`src/rtl/rr_req_gnt_arbiter.sv`:
```
// Round-robin req/gnt arbiter: registered one-hot grant, held until release,
// revoked after MAX_HOLD cycles when another requester is waiting.
module rr_req_gnt_arbiter #(
    parameter int unsigned NUM_REQ  = 4,
    parameter int unsigned MAX_HOLD = 8
) (
    input  logic                       clk,
    input  logic                       rst,
    input  logic [NUM_REQ-1:0]         req,
    output logic [NUM_REQ-1:0]         gnt,
    output logic                       gnt_vld,
    output logic [$clog2(NUM_REQ)-1:0] gnt_id,
    output logic                       preempt
);

    localparam int unsigned IW  = $clog2(NUM_REQ);
    localparam int unsigned HCW = (MAX_HOLD > 0) ? $clog2(MAX_HOLD + 1) : 1;
    localparam bit          PREEMPT_EN = (MAX_HOLD != 0);
    localparam logic [HCW-1:0] HOLD_SAT = HCW'(MAX_HOLD);
    localparam logic [HCW-1:0] HOLD_LIM = HCW'((MAX_HOLD > 0) ? (MAX_HOLD - 1) : 0);

    typedef enum logic {
        IDLE  = 1'b0,
        GRANT = 1'b1
    } state_e;

    state_e           state_q, state_d;
    logic [NUM_REQ-1:0] gnt_q, gnt_d;
    logic             gnt_vld_q, gnt_vld_d;
    logic [IW-1:0]    gnt_id_q, gnt_id_d;
    logic             preempt_q, preempt_d;
    logic [HCW-1:0]   hold_cnt_q, hold_cnt_d;
    logic [IW-1:0]    ptr_q, ptr_d;

    logic [NUM_REQ-1:0] cand_c;
    logic             pick_vld_c;
    logic [IW-1:0]    pick_idx_c;
    logic             take_c;

    // The current owner is never a candidate: covers both release and preemption.
    assign cand_c = req & ~gnt_q;

    // First candidate in order ptr, ptr+1, ... wrapping modulo NUM_REQ.
    always_comb begin
        pick_vld_c = 1'b0;
        pick_idx_c = '0;
        for (int unsigned k = 0; k < NUM_REQ; k++) begin
            if (!pick_vld_c && cand_c[IW'((32'(ptr_q) + k) % NUM_REQ)]) begin
                pick_vld_c = 1'b1;
                pick_idx_c = IW'((32'(ptr_q) + k) % NUM_REQ);
            end
        end
    end

    always_comb begin
        state_d    = state_q;
        gnt_d      = gnt_q;
        gnt_vld_d  = gnt_vld_q;
        gnt_id_d   = gnt_id_q;
        preempt_d  = 1'b0;
        hold_cnt_d = hold_cnt_q;
        ptr_d      = ptr_q;
        take_c     = 1'b0;

        case (state_q)
            IDLE: begin
                take_c = pick_vld_c;
            end
            GRANT: begin
                if (!req[gnt_id_q]) begin
                    // Release wins over expiry; hand over with no idle bubble.
                    if (pick_vld_c) begin
                        take_c = 1'b1;
                    end else begin
                        state_d    = IDLE;
                        gnt_d      = '0;
                        gnt_vld_d  = 1'b0;
                        gnt_id_d   = '0;
                        hold_cnt_d = '0;
                    end
                end else if (PREEMPT_EN && (hold_cnt_q >= HOLD_LIM) && pick_vld_c) begin
                    take_c    = 1'b1;
                    preempt_d = 1'b1;
                end else if (hold_cnt_q < HOLD_SAT) begin
                    hold_cnt_d = hold_cnt_q + HCW'(1);
                end
            end
            default: begin
                state_d = IDLE;
            end
        endcase

        if (take_c) begin
            state_d    = GRANT;
            gnt_d      = NUM_REQ'(1) << pick_idx_c;
            gnt_vld_d  = 1'b1;
            gnt_id_d   = pick_idx_c;
            hold_cnt_d = '0;
            ptr_d      = IW'((32'(pick_idx_c) + 32'd1) % NUM_REQ);
        end
    end

    always_ff @(posedge clk) begin
        if (rst) begin
            state_q    <= IDLE;
            gnt_q      <= '0;
            gnt_vld_q  <= 1'b0;
            gnt_id_q   <= '0;
            preempt_q  <= 1'b0;
            hold_cnt_q <= '0;
            ptr_q      <= '0;
        end else begin
            state_q    <= state_d;
            gnt_q      <= gnt_d;
            gnt_vld_q  <= gnt_vld_d;
            gnt_id_q   <= gnt_id_d;
            preempt_q  <= preempt_d;
            hold_cnt_q <= hold_cnt_d;
            ptr_q      <= ptr_d;
        end
    end

    assign gnt     = gnt_q;
    assign gnt_vld = gnt_vld_q;
    assign gnt_id  = gnt_id_q;
    assign preempt = preempt_q;

`ifndef SYNTHESIS
    // Handshake invariants and covers for the interesting transitions.
    a_onehot: assert property (@(posedge clk) disable iff (rst) $onehot0(gnt_q));
    a_vld: assert property (@(posedge clk) disable iff (rst) gnt_vld_q == (|gnt_q));
    a_id: assert property (@(posedge clk) disable iff (rst) gnt_vld_q |-> gnt_q[gnt_id_q]);
    a_id0: assert property (@(posedge clk) disable iff (rst) !gnt_vld_q |-> (gnt_id_q == '0));
    a_release: assert property (@(posedge clk) disable iff (rst)
        (|(gnt_q & ~req)) |=> ((gnt_q & $past(gnt_q & ~req)) == '0));
    a_new_gnt: assert property (@(posedge clk) disable iff (rst)
        ((gnt_q & ~$past(gnt_q) & ~$past(req)) == '0));
    a_preempt: assert property (@(posedge clk) disable iff (rst)
        preempt_q |-> (gnt_vld_q && (gnt_id_q != $past(gnt_id_q))));
    c_preempt: cover property (@(posedge clk) disable iff (rst) preempt_q);
    c_b2b: cover property (@(posedge clk) disable iff (rst)
        gnt_vld_q && $past(gnt_vld_q) && (gnt_id_q != $past(gnt_id_q)) && !preempt_q);
`endif

endmodule

```
`config.mk`:
```
export PLATFORM = sky130hd
export DESIGN_NAME = rr_req_gnt_arbiter
export DESIGN_NICKNAME = d
export VERILOG_FILES = /design/src/rtl/rr_req_gnt_arbiter.sv
export SDC_FILE = /design/constraint.sdc
export NUM_CORES = 1
export LEC_CHECK = 0
export ABC_AREA = 1
export CAP_MARGIN = 20
export CORE_MARGIN = 5
export CORE_UTILIZATION = 55
export CTS_CLUSTER_DIAMETER = 60
export DETAILED_ROUTE_END_ITERATION = 6
export GPL_TIMING_DRIVEN = 0
export PLACE_DENSITY = 0.79
export RECOVER_POWER = 100
export SLEW_MARGIN = 10
export SYNTH_ARGS = -nofsm -noshare
export SYNTH_HDL_FRONTEND = slang
export SYNTH_SLANG_ARGS = --single-unit
```
`constraint.sdc`:
```
create_clock -name clk -period 4.7 [get_ports clk]
set_input_delay 1.175 -clock clk [delete_from_list [all_inputs] [get_ports clk]]
set_output_delay 1.175 -clock clk [all_outputs]
set_load 0.02 [all_outputs]
```
==> results of run 1 <==
routing by layer:
metal / vias to the layer above / share of wire, % / GRT usage (%)
li1: 543 / - / -
met1: 504 / 46 / 25.5
met2: 23 / 48 / 35.5
met3: 4 / 4.3 / 5.26
met4: 0 / 0.90 / 4.15
met5: - / 0 / 0
state kept, by name, indices dropped and copies added (netlist names):
name	cells
gnt_id	2
ptr_q	2
gnt_vld	1
state_q	1
preempt	1
gnt	4
hold_cnt_q	4
final cells by class:
cell class | instances | area share (%)
multi-input cells | 121 | 52.9
flip-flops and latches | 15 | 24.3
repair buffers | 13 | 10.5
inverters | 20 | 6.48
well taps | 27 | 2.74
clock buffers | 4 | 2.13
plain buffers | 1 | 0.912
power by group:
part / leakage [uW] / internal (uW) / total [uW] / switching, uW
sequential: 0.000123 / 161 / 190 / 29.0
combinational: 0.000463 / 178 / 528 / 349
clock: 0.0000150 / 32.9 / 72.0 / 39.1
metrics by stage:
step	hold WS (ps)	utilization (%)	power, uW	cells
final	465	64.9	790	201
after global routing	522	64.9	886	201
after CTS	468	66.3	825	201
after detailed placement	458	64.9	749	197
after global placement	451	64.9	735	197
after floorplan	464	-	611	157
cells in the mapped netlist (all sizes together) (2+ instances only):
| cell type | count |
|---|---|
| o21ai | 2 |
| a21oi | 7 |
| dfxtp | 15 |
| ha | 5 |
| inv | 20 |
| nand4 | 6 |
| or2 | 2 |
| nor2 | 15 |
| nand3 | 30 |
| nand2 | 51 |
worst paths after layout:
| path | from | depth (start not counted) | end |
|---|---|---|---|
| min reg2reg | gnt_vld | 2 | gnt_vld |
| max | req[1] | 10 | hold_cnt_q[2] |
| max reg2reg | ptr_q[0] | 11 | hold_cnt_q[2] |
| min | gnt_vld | 2 | gnt_vld |
worst max-delay path, stage by stage:
cell,delay [ps]
dlygate4sd3_1,590
nand3_1,150
nand3_1,90
nand2_1,230
nand3_4,90
nor2_1,380
nor2_4,50
nor2_1,410
clkinv_1,220
a21oi_2,140
kinds of logic (layout without fill, tap and decap cells):
family,after synthesis,in the layout
flip-flops,15,15
XOR/XNOR,1,1
AND/OR/NAND/NOR,106,106
buffers and inverters,21,38
adder cells (fa/ha/maj),5,5
AO/OA/AOI/OAI,9,9
==> impl_metrics.tcl, run 1 <==
set metrics [dict create \
    wl_per_cell_um 12.2 \
    synth_adder_area_share_pct 5.84 \
    cts_tree "done" \
    path_clk_slew_ps 80 \
    post_synth_mux_area_share_pct 0 \
    grt_usage_pct 20.6 \
    synth_flop_cell "dfxtp_1" \
    arrival_ps 3540 \
    multi_input_area_um2 653 \
    cts_resized 0 \
    place_area_mm2 0.00123 \
    insertion_delay_ps 280 \
    finalCritPeriodShare_pct 70.6 \
    die_y_um 54.1 \
    overflow 0 \
    die_area_mm2 0.00293 \
    ys_warn_count 0 \
    post-place-ws_ps 1420 \
    syn-num-nets 168 \
    synth-simple-area-share_pct 51.9 \
    synthArstFlopShare_pct 0 \
    hold_viol_final 0 \
    yosysSeqAreaShare_pct 28.0 \
    drt_wl_total_um 2450 \
    leakagePower_uw 0.000601 \
    fin_area_mm2 0.00123 \
    start_util_pct 56.3 \
    crit_required_ps 4920 \
    clk_path_buf_depth 2 \
    diodes 0 \
    synth_top_family_by_area "simple AND/OR/NAND/NOR gates" \
    max_freq_mhz 301 \
    rsz0062_at_grt "false" \
    ir_drop_mv 0.415 \
    setup_ws_ps 1380 \
    synthesis.area_mm2 0.00107 \
    core_mm2 0.00190 \
    setup.worst_path.class "in2reg" \
    cts_htree_levels 1 \
    grt_max_degree 10 \
    setup_viol 0 \
    r2r_slack_ps 2410 \
    finalWeightedCongestion 0.895 \
    avgSynthCellArea_um2 6.82 \
    synth_edf_count 0 \
    max_slew_margin_pct 65.5 \
    die_w_um 54.1 \
    cts_hold_buf 0 \
    final_net_count 186 \
    dp_hpwl_um 1910 \
    layout_common_cells "45 x nand2_1, 25 x nand3_1, 15 x inv_1, 15 x dfxtp_1, 12 x nor2_1" \
    via_per_inst 5.34 \
    fin_crit_ps 3320 \
    fin_worst_skew_ps 3.68 \
    clock_sinks 15 \
    fillers 187 \
    grt_antenna_before_repair 0 \
    port_buffers 13 \
    yosys.cell_types.count 25 \
    drc 0 \
    drv_slew 0 \
    io_pins 14 \
    syn2layout_area_growth_pct 15.3 \
    status "finished, final reports clean" \
    crit_fanout 7 \
    cp-start-kind "primary input" \
    min_path_type "reg2reg" \
    crit_path_end_kind "flop" \
    drive_gt1_share_pct 14.4 \
    grt_pass1_wl_um 4440 \
    grt_pass1_vias 1042 \
    synth.area.top_cells "dfxtp_1 28%, nand2_1 15%, nand3_1 12%" \
    synth_compound_area_share_pct 4.91 \
    fp-row-count 16 \
    seq_area_um2 300 \
    drtIter0Drc 34 \
    first_pass_iters 5 \
    worst_slew_pin_slew_ps 515 \
    cap_viol_max_count 0 \
    synth.largest_area_cell "dfxtp_1" \
    ys_ff_latch 15 \
    antenna_left 0 \
    yosysTopAreaCellShare_pct 28.0 \
    tns_ps 0 \
    numCtsBuffers 3 \
    synth-xor-area-share_pct 0.818 \
    root_buffer "clkbuf_4" \
    syn-instance-count 157 \
    cts_setup_buffers 0 \
    vias 1074 \
    layout_commonest_cell "nand2_1" \
    p_per_area_mw_per_mm2 639 \
]
(Power assumes the default switching activity.)
==> inputs of run 2 (changes only) <==
CORE_UTILIZATION = 54   (was 55)
PLACE_DENSITY = 0.77   (was 0.79)
clock period = 3.25 ns   (was 4.7 ns; I/O delays follow)
==> run 2 against run 1 <==
Combinational power rose by 45%. Critical path type unchanged. Clock power rose by 53%. Largest cell class unchanged. Power rose by 46%. Clock skew rose by 7.0 ps. Global-route usage fell by 0.96 points. Critical endpoint is now ptr_q[1]. Highest routed layer unchanged. Routed wire length fell by 1.8%.
==> impl_metrics.tcl, run 2 (synthesis gave the netlist of run 1 again) <==
set metrics [dict create \
    status "finished, final reports clean" \
    p_per_area_mw_per_mm2 933 \
    core_mm2 0.00192 \
    grt_pass1_vias 985 \
    start_util_pct 55.7 \
    clock_sinks 15 \
    max_freq_mhz 353 \
    crit_fanout 7 \
    diodes 0 \
    cts_resized 0 \
    hold_viol_final 0 \
    cap_viol_max_count 0 \
    min_path_type "reg2reg" \
    cts_htree_levels 1 \
    vias 1058 \
    fin_crit_ps 2830 \
    cts_tree "done" \
    arrival_ps 3010 \
    via_per_inst 5.26 \
    die_w_um 54.5 \
    drive_gt1_share_pct 14.9 \
    setup.worst_path.class "in2reg" \
    post-place-ws_ps 323 \
    wl_per_cell_um 12.0 \
    drv_slew 0 \
    numCtsBuffers 3 \
    route.met2.wl_um 1120 \
    grt_max_degree 10 \
    place_area_mm2 0.00123 \
    crit_path_end_kind "flop" \
    cp-start-kind "primary input" \
    drtIter0Drc 34 \
    dp_hpwl_um 1900 \
    syn2layout_area_growth_pct 15.0 \
    top_layer_used "met4" \
    ir_drop_mv 0.594 \
    setup_viol 0 \
    wl_met3_um 94 \
    die_y_um 54.5 \
    io_pins 14 \
    setup_ws_ps 418 \
    final_net_count 186 \
    fp-row-count 16 \
    finalCritPeriodShare_pct 87.1 \
    overflow 0 \
    cts_setup_buffers 0 \
    drc 0 \
    fin_area_mm2 0.00123 \
    met1_length_um 1170 \
    layout_commonest_cell "nand2_1" \
    layout_common_cells "45 x nand2_1, 26 x nand3_1, 15 x inv_1, 15 x dfxtp_1, 12 x nor2_1" \
    grt_antenna_before_repair 0 \
    max_slew_margin_pct 65.5 \
    tns_ps 0 \
    fin_worst_skew_ps 10.6 \
    path_clk_slew_ps 100 \
    antenna_left 0 \
    crit_required_ps 3430 \
    rsz0062_at_grt "false" \
    insertion_delay_ps 290 \
    grt_usage_pct 19.6 \
    drt_wl_total_um 2410 \
    grt_pass1_wl_um 4240 \
    worst_slew_pin_slew_ps 516 \
    clk_path_buf_depth 2 \
    root_buffer "clkbuf_4" \
    first_pass_iters 4 \
    port_buffers 13 \
    cts_hold_buf 0 \
    leakagePower_uw 0.000602 \
    die_area_mm2 0.00297 \
    finalWeightedCongestion 0.800 \
]
## run 2: cell types whose count changed in the layout (fill, tap and decap cells not counted)
| cell | previous run | this run |
|---|---|---|
| inv_2 | 3 | 4 |
| clkbuf_1 | 1 | 0 |
| clkinv_1 | 1 | 0 |
| nand3_2 | 4 | 3 |
| nand3_1 | 25 | 26 |
| clkinv_2 | 0 | 1 |
## run 2: routing by layer
metal	vias up	global-route usage (%)
met5	-	0
li1	545	-
met4	0	6.22
met2	23	30.1
met1	486	27.4
met3	4	3.81
## run 2: report_power, final
group          switching [uW]  leakage (uW)  total, uW  internal (uW)
sequential               42.8      0.000123        276            233
clock                    63.8     0.0000177        110           45.8
combinational             506      0.000461        764            258
## run 2: final cells by class
cell class / instances / area [um2]
well taps: 27 / 33.8
multi-input cells: 121 / 648
flip-flops and latches: 15 / 300
fillers: 179 / 691
repair buffers: 13 / 130
inverters: 20 / 80.1
clock inverters: 1 / 5.00
clock buffers: 3 / 22.5
plain buffers: 1 / 11.3
## run 2: stage by stage
stage | util (%) | std cells | power [uW] | hold WS (ps)
2_1_floorplan | - | 157 | 884 | 464
3_3_place_gp | 64.3 | 197 | 1050 | 454
3_5_place_dp | 64.3 | 197 | 1080 | 461
4_1_cts | 65.7 | 201 | 1190 | 477
5_1_grt | 64.1 | 201 | 1270 | 506
6_report | 64.1 | 201 | 1150 | 469
## run 2: worst max-delay path: stages
cell           delay (ps)
dlygate4sd3_1         580
nand3_1               140
nand3_1                80
nand2_1               230
nand3_4                90
nor2_1                350
nor2_1                170
ha_1                  330
o21ai_0               170
a21oi_1                50
## run 2: path summary, 6_finish.rpt
| check | from | to | slack (ps) | cells past startpoint |
|---|---|---|---|---|
| max | req[2] | ptr_q[1] | 420 | 10 |
| min | gnt_vld | gnt_vld | 470 | 2 |
| max reg2reg | ptr_q[0] | ptr_q[1] | 1010 | 11 |
| min reg2reg | gnt_vld | gnt_vld | 470 | 2 |
